--- src/rtl/timer_arbiter.sv ---
// Round-robin arbiter sharing one seconds-countdown timer among N requesters.
// Optional feature macro: TIMER_ARB_CANCEL_EN (owner dropping req in RUN aborts the countdown).
module timer_arbiter #(
    parameter int N  = 4,
    parameter int TW = 16
) (
    input  logic            clk,
    input  logic            rst,
    input  logic [N-1:0]    req,
    input  logic [N*TW-1:0] req_time,
    output logic [N-1:0]    grant,
    output logic [N-1:0]    done,
    output logic [N-1:0]    aborted,
    output logic            busy,
    output logic            tmr_load,
    output logic [TW-1:0]   tmr_time,
    output logic            tmr_clr,
    input  logic            tmr_timeout,
    output logic [2:0]      o_dbg_state
);
    localparam int IW = (N > 1) ? $clog2(N) : 1;

    typedef enum logic [2:0] {
        S_FLUSH, S_CLEAR, S_IDLE, S_LOAD, S_RUN, S_ABORT, S_DONE
    } state_t;

    // Remembers which path led into CLEAR, so CLEAR knows where to go and what to pulse.
    typedef enum logic [1:0] {SRC_FLUSH, SRC_RUN, SRC_ABORT} src_t;

    state_t        r_state, w_next;
    src_t          r_src;
    logic [IW-1:0] r_own, r_last, w_sel;
    logic [TW-1:0] r_t_lat, w_sel_time;
    logic [N-1:0]  w_own_oh;
    logic          w_found, w_cancel;

    always_comb begin : p_rr
        logic [IW-1:0] idx;
        w_found = 1'b0;
        w_sel   = '0;
        idx     = '0;
        for (int i = 1; i <= N; i++) begin
            idx = IW'((int'(r_last) + i) % N);
            if (!w_found && req[idx]) begin
                w_found = 1'b1;
                w_sel   = idx;
            end
        end
    end

    assign w_sel_time  = req_time[int'(w_sel)*TW +: TW];
    assign w_own_oh    = N'(1) << r_own;
    assign o_dbg_state = r_state;

`ifdef TIMER_ARB_CANCEL_EN
    assign w_cancel = ~req[r_own];
`else
    assign w_cancel = 1'b0;
`endif

    always_ff @(posedge clk or posedge rst) begin
        if (rst) r_state <= S_FLUSH;
        else     r_state <= w_next;
    end

    always_comb begin
        w_next = r_state;
        case (r_state)
            S_FLUSH: w_next = S_CLEAR;
            S_CLEAR: w_next = (r_src == SRC_RUN) ? S_DONE : S_IDLE;
            S_IDLE:  if (w_found) w_next = (w_sel_time == '0) ? S_DONE : S_LOAD;
            S_LOAD:  w_next = S_RUN;
            // Timeout has priority over a simultaneous cancel.
            S_RUN:   if (tmr_timeout) w_next = S_CLEAR;
                     else if (w_cancel) w_next = S_ABORT;
            S_ABORT: w_next = S_CLEAR;
            S_DONE:  w_next = S_IDLE;
            default: w_next = S_FLUSH;
        endcase
    end

    always_ff @(posedge clk or posedge rst) begin
        if (rst) begin
            r_src   <= SRC_FLUSH;
            r_own   <= '0;
            r_last  <= IW'(N - 1);
            r_t_lat <= '0;
        end else begin
            if (r_state == S_IDLE && w_found) begin
                r_own   <= w_sel;
                r_t_lat <= w_sel_time;
            end
            if (r_state == S_RUN && tmr_timeout) r_src <= SRC_RUN;
            if (r_state == S_ABORT) begin
                r_src  <= SRC_ABORT;
                r_last <= r_own;
            end
            if (r_state == S_DONE) r_last <= r_own;
        end
    end

    always_comb begin
        grant    = '0;
        done     = '0;
        aborted  = '0;
        busy     = 1'b1;
        tmr_load = 1'b0;
        tmr_time = '0;
        tmr_clr  = 1'b0;
        case (r_state)
            S_FLUSH: tmr_load = 1'b1;
            S_CLEAR: begin
                tmr_clr = 1'b1;
                if (r_src == SRC_RUN) grant = w_own_oh;
`ifdef TIMER_ARB_CANCEL_EN
                if (r_src == SRC_ABORT) aborted = w_own_oh;
`endif
            end
            S_IDLE:  busy = 1'b0;
            S_LOAD: begin
                tmr_load = 1'b1;
                tmr_time = r_t_lat;
                grant    = w_own_oh;
            end
            S_RUN:   grant = w_own_oh;
            S_ABORT: begin
                tmr_load = 1'b1;
                grant    = w_own_oh;
            end
            S_DONE: begin
                grant = w_own_oh;
                done  = w_own_oh;
            end
            default: ;
        endcase
    end
endmodule

--- config.mk ---
export PLATFORM = sky130hd
export DESIGN_NAME = timer_arbiter
export DESIGN_NICKNAME = d
export VERILOG_FILES = /design/src/rtl/timer_arbiter.sv
export SDC_FILE = /design/constraint.sdc
export NUM_CORES = 1
export LEC_CHECK = 0
export BUFFER_PORTS_ARGS = -buffer_cell sky130_fd_sc_hd__buf_2
export CAP_MARGIN = 20
export CORE_MARGIN = 2
export CORE_UTILIZATION = 25
export DETAILED_ROUTE_END_ITERATION = 8
export PLACE_DENSITY = 0.51
export SYNTH_ARGS = -nofsm -noshare
export SYNTH_HDL_FRONTEND = slang
export SYNTH_SLANG_ARGS = --single-unit
--- constraint.sdc ---
create_clock -name clk -period 2.61 [get_ports clk]
set_clock_uncertainty 0.15 [all_clocks]
set_input_delay 0.3915 -clock clk [delete_from_list [all_inputs] [get_ports clk]]
set_output_delay 0.3915 -clock clk [all_outputs]
set_load 0.005 [all_outputs]
# --- Yosys cells after proc, flatten, opt, wreduce, memory -nomap -nowiden ---
# Cells that the tools add are included.
classes:
  reduce_logical: 16
  n_eq_ne: 9
  order_cmp: 4
  n_mux: 32
  add_sub_neg: 4
  shift: 2
op_table:
  columns: ["operator", "count"]
  rows:
  - ["indexed part select 64 x 7 -> 16 bit", 1]
  - ["one-hot mux 3 bit (6 select lines)", 1]
  - ["zero test 16 bit", 1]
  - ["2-to-1 mux 16 bit", 1]
  - ["2-to-1 mux 2 bit", 8]
  - ["less-than comparator 2 x 3 -> 1 bit (second input constant)", 4]
  - ["2-to-1 mux 3 bit", 4]
  - ["2-to-1 mux 1 bit", 11]
  - ["== test 3 bit (second input constant)", 3]
  - ["binary-select mux 1 bit (select 2 bit)", 4]
  - ["2-to-1 mux 4 bit", 2]
  - ["one-hot mux 4 bit (2 select lines)", 1]
  - ["== test 3 x 2 -> 1 bit (second input constant)", 2]
  - ["logical AND 1 bit", 5]
  - ["adder 2 x 1 -> 2 bit (second input constant)", 2]
  - ["adder 2 bit (second input constant)", 2]
  - ["!= test 2 bit (second input constant)", 2]
  - ["nonzero test 2 bit", 2]
  - ["OR reduction 4 bit", 1]
  - ["left shift 1 x 2 -> 4 bit (first input constant)", 1]
  - ["== test 3 x 1 -> 1 bit (second input constant)", 1]
  - ["zero test 1 bit", 3]
  - ["zero test 3 bit", 1]
  - ["OR reduction 3 bit", 1]
  - ["3 further kinds", 3]
totals:
  out_inout_bits: 34
  regBits: 25
  wordCells: 72
  input_bits: 71

# --- Depth between registers and ports, before layout ---
logic_depth:
  ltp_word: 18
  ltp_mapped: 9
  mapped_depth_nobuf: 7

# --- Least setup slack after synthesis ---
# OpenSTA, ideal clock, no wires.
synth_timing:
  kind: "register to register"
  from: "reg r_last[0]"
  to: "reg r_state[0], in the netlist o_dbg_state[0]"
  period_less_slack_ps: 2707
  n_path_buf: 1
  path_stages_with_launch: 9
  setup_slack_ps: -97
  setup_time_ps: 124
  arrival_time_ps: 2433
  required_time_ps: 2336
  cell_sequence: "dfstp_2 nand2b_1 a21boi_2 nor3b_2 buf_6 mux4_2 nor4_1 nand2_1 o31a_1"
synth_via:
  elab_chain_len: 18
  elab_cells_between_ends: 33
  cone_classes: "4 x add/sub; 1 x eq/ne; 1 x shift; 19 x mux; 8 x reduce/logical"
synth_rtl:
  columns: ["item", "line_no", "source"]
  rows:
  - ["start, declared", "32", "logic [IW-1:0] r_own, r_last, w_sel;"]
  - ["start signal, assigned", "86", "r_last <= IW'(N - 1);"]
  - ["start signal, assigned", "96", "r_last <= r_own;"]
  - ["start signal, assigned", "98", "if (r_state == S_DONE) r_last <= r_own;"]
  - ["adder 2 x 1 -> 2 bit", "43", "idx = IW'((int'(r_last) + i) % N);"]
  - ["binary-select mux 1 bit (select 2 bit)", "44", "if (!w_found && req[idx]) begin"]
  - ["2-to-1 mux 1 bit (implied by the code)", "44", null]
  - ["2-to-1 mux 1 bit", "44", null]
  - ["zero test 1 bit", "44", null]
  - ["logical AND 1 bit", "44", null]
  - ["2-to-1 mux 1 bit", "44", null]
  - ["zero test 1 bit", "44", null]
  - ["logical AND 1 bit", "44", null]
  - ["2-to-1 mux 1 bit", "44", null]
  - ["zero test 1 bit", "44", null]
  - ["logical AND 1 bit", "44", null]
  - ["2-to-1 mux 2 bit", "44", null]
  - ["indexed part select 64 x 7 -> 16 bit", "51", "assign w_sel_time = req_time[int'(w_sel)*TW +: TW];"]
  - ["zero test 16 bit", "71", "S_IDLE: if (w_found) w_next = (w_sel_time == '0) ? S_DONE : S_LOAD;"]
  - ["2-to-1 mux 3 bit (2 in a row)", "71", null]
  - ["one-hot mux 3 bit (6 select lines)", "68", "case (r_state)"]
  - ["end signal, assigned", "63", "else r_state <= w_next;"]
  - ["end, declared", "30", "state_t r_state, w_next;"]
# Parallel ways exist; a longest one is shown, timed or not. The select of a mux whose other input is x is not followed.
# A chain may end at the register's enable or synchronous reset.

# --- Worst setup path after layout ---
# Same ends and word-level chain as after synthesis.

==> summary.txt <==
Lkg Pwr - 0.001255 uW
Startpoint Class - register
Syn Inst Count - 177
Cts bufs inserted - 3
Most Crowded Layer GR - met2
Worst-path maximum fanout - 11
Port Buffers - 100
RR Startpoint - r_last[0]
Area contributors post-synth - dfrtp_1 (31%), mux4_2 (12%), mux2_2 (12%)
Cell row count - 31
Pins Over Slew Limit - 0
Layout area overhead - 45.52%
Outcome - finished with violations
Final Hold Fails - 0
CP required - 2.62 ns
Synthesized area - 0.001831 mm2
Top cell type's share of synthesized area - 0.3144
Peak supply drop - 0.3524 mV
CTS Hold Buffers Added - 0
CTS max path bufs - 2
RSZ-0062 raised after global routing - true
Met3 GRT Util - 0.03108
CTS tree - done
DIE AREA - 0.008023 mm2
Post-DP Area - 0.002562 mm2
Synthesized area per cell - 10.34 um2
Crit. Startpoint - r_last[0]
Pwr Total - 2593 uW
Synth warn - 0
Clock root buffer - clkbuf_8
Initial DRC count - 35
Count of filler cells inserted in the layout - 759
DRT antenna net count - 0
Initial antenna violation count - 0
Htree depth - 1
Final setup viols - 1
Worst setup margin - -0.01752 ns
Flops & latches, synth - 25
Congestion Overflow GR - 0
Largest net degree at the start of global routing - 26
Final WL - 4801 um
Slowest cell on crit path - dfstp_2
RePlAce Congestion - 0.7840
GRT met2 Usage - 0.2086
Area taken by flip-flops and latches - 628.1 um2
Setup CP Type - reg2reg
Number of global-route vias before repair - 1,648
CP max stage delay - 0.56 ns
Number of synthesized flops with an enable pin - 0
Vias after detailed routing - 1,718
Crit path time final - 2.628 ns
Multi-input logic area - 0.001197 mm2
DRC violations left - 0
Sink Count - 25
CP cell instances - nand2b_4 > a21oi_4 > nor3b_4 > buf_12 > mux4_2 > nor4_2 > nand2_1 > o31a_1
Measured slew at the worst slew-check pin - 0.9966 ns
Most frequent cells in the layout - buf_2 (100), dfrtp_1 (23), mux2_2 (19)
Critical Path AT - 2.64 ns
Avg WL per Cell - 12.50 um
Worst min path class - in2async
Leading cell type in the layout, fill and taps excluded - buf_2
Primary FF master, synth - dfrtp_1
Worst reg-to-reg path cell count - 8
TritonRoute pass-1 iters - 3
Violated checks - negative setup slack
Clock transition at path regs - 0.09 ns
Sequential area share after synthesis - 0.3431
Asr flop ratio synth - 1.000
Highest Clock Rate - 0.3806 GHz
Slew Limit Headroom - 0.3349
Core Util, Final - 0.3712
Worst-skew pair later-pin latency - 0.26 ns
Via/cell ratio - 4.474
Pwr/cell area - 973.2 mW/mm2
Final HPWL from detailed placement - 3984 um
Final #Nets - 357
Die W - 89.57 um
Vert. Die Dim - 89.57 um
Cell area after layout - 0.002664 mm2
Core area - 0.007176 mm2
Initial Utilization - 0.2551
First-pass GRT wire length - 7590 um
Max-Cap Viols - 0
Met1 Usage GRT - 0.1556
Synth unique cells - 40
Post-synth top area cell - dfrtp_1
CP Capture Type - register
Tcrit/Tclk final - 1.007
GRT Total Usage - 0.1217
IO Pins - 105
Share of layout cells above drive strength 1 - 0.5684
ANT cells - 0
## path summary, 6_finish.rpt
kind	slack [ns]	endpoint
min in group clk	0.28	r_src[0]
max in group asynchronous	2.00	r_last[0]
max reg2reg	-0.02	o_dbg_state[0]
max	-0.02	o_dbg_state[0]
min reg2reg	0.33	r_src[1]
min	0.01	r_own[1]
## cells in the mapped netlist, drive strengths merged (2+ instances only)
cell type	instances
dfrtp	23
mux2	19
and2	16
nor2	13
mux4	11
buf	8
o21ai	8
a21oi	7
clkbuf	7
mux2i	7
nand2	7
nand2b	7
a211oi	6
nor4	5
nor2b	4
nor3b	4
inv	3
nand3	3
a21boi	2
dfstp	2
nor3	2
o41ai	2
## critical path, delay by kind of cell, from the launching register on
family | cells | cell delay [ns]
AO/OA/AOI/OAI | 2 | 0.30
buffers and inverters | 1 | 0.17
flip-flops | 1 | 0.56
multiplexers | 1 | 0.52
AND/OR/NAND/NOR | 4 | 0.82
## report_power, final
part | total (uW) | internal, uW | switching [uW]
clock | 228 | 109 | 119
combinational | 1640 | 903 | 738
sequential | 724 | 600 | 124
## per-layer routing
metal / wire length [um] / share of wire
met3: 325 / 0.068
met4: 37 / 0.0077
met5: 0 / 0
met1: 2038 / 0.42
met2: 2399 / 0.50
## registers in the layout (all words and copies together) (netlist names)
signal / cells
r_last: 2
r_src: 2
r_t_lat: 16
r_own: 2
o_dbg_state: 3
## stage by stage
step	setup TNS, ns	hold WS (ns)	setup WS [ns]	instances
2_1_floorplan	0	0.2673	0.02737	180
5_1_grt	-0.1363	0.06078	-0.1287	384
4_1_cts	-0.04077	0.03057	-0.04077	383
3_5_place_dp	-0.05153	0.3130	-0.05153	377
3_3_place_gp	-0.02820	0.3075	-0.02820	377
6_report	-0.01752	0.01429	-0.01752	384
## cell type report
| class | instances | share of cell area |
|---|---|---|
| Tap cell | 99 | 0.04650 |
| Inverter | 3 | 0.004227 |
| Multi-Input combinational cell | 137 | 0.4495 |
| Timing Repair Buffer | 116 | 0.2471 |
| Clock buffer | 4 | 0.01691 |
| Sequential cell | 25 | 0.2358 |
## timing repair
action | CTS | global route
pin swaps | 0 | 1
buffers inserted | 2 | 1
gates resized for setup | 3 | 3
setup endpoints to repair | 1 | 2
## cell families (layout without fill, tap and decap cells)
| logic type | count (synthesis) | after routing | share of synthesized area |
|---|---|---|---|
| AO/OA/AOI/OAI | 29 | 29 | 0.1039 |
| XOR/XNOR | 1 | 1 | 0.004786 |
| buffers and inverters | 18 | 123 | 0.05126 |
| flip-flops | 25 | 25 | 0.3431 |
| multiplexers | 37 | 37 | 0.2926 |
| other | 1 | 4 | 0.002049 |
| AND/OR/NAND/NOR | 66 | 66 | 0.2023 |
Note: power is estimated with default switching activity, not from simulation.
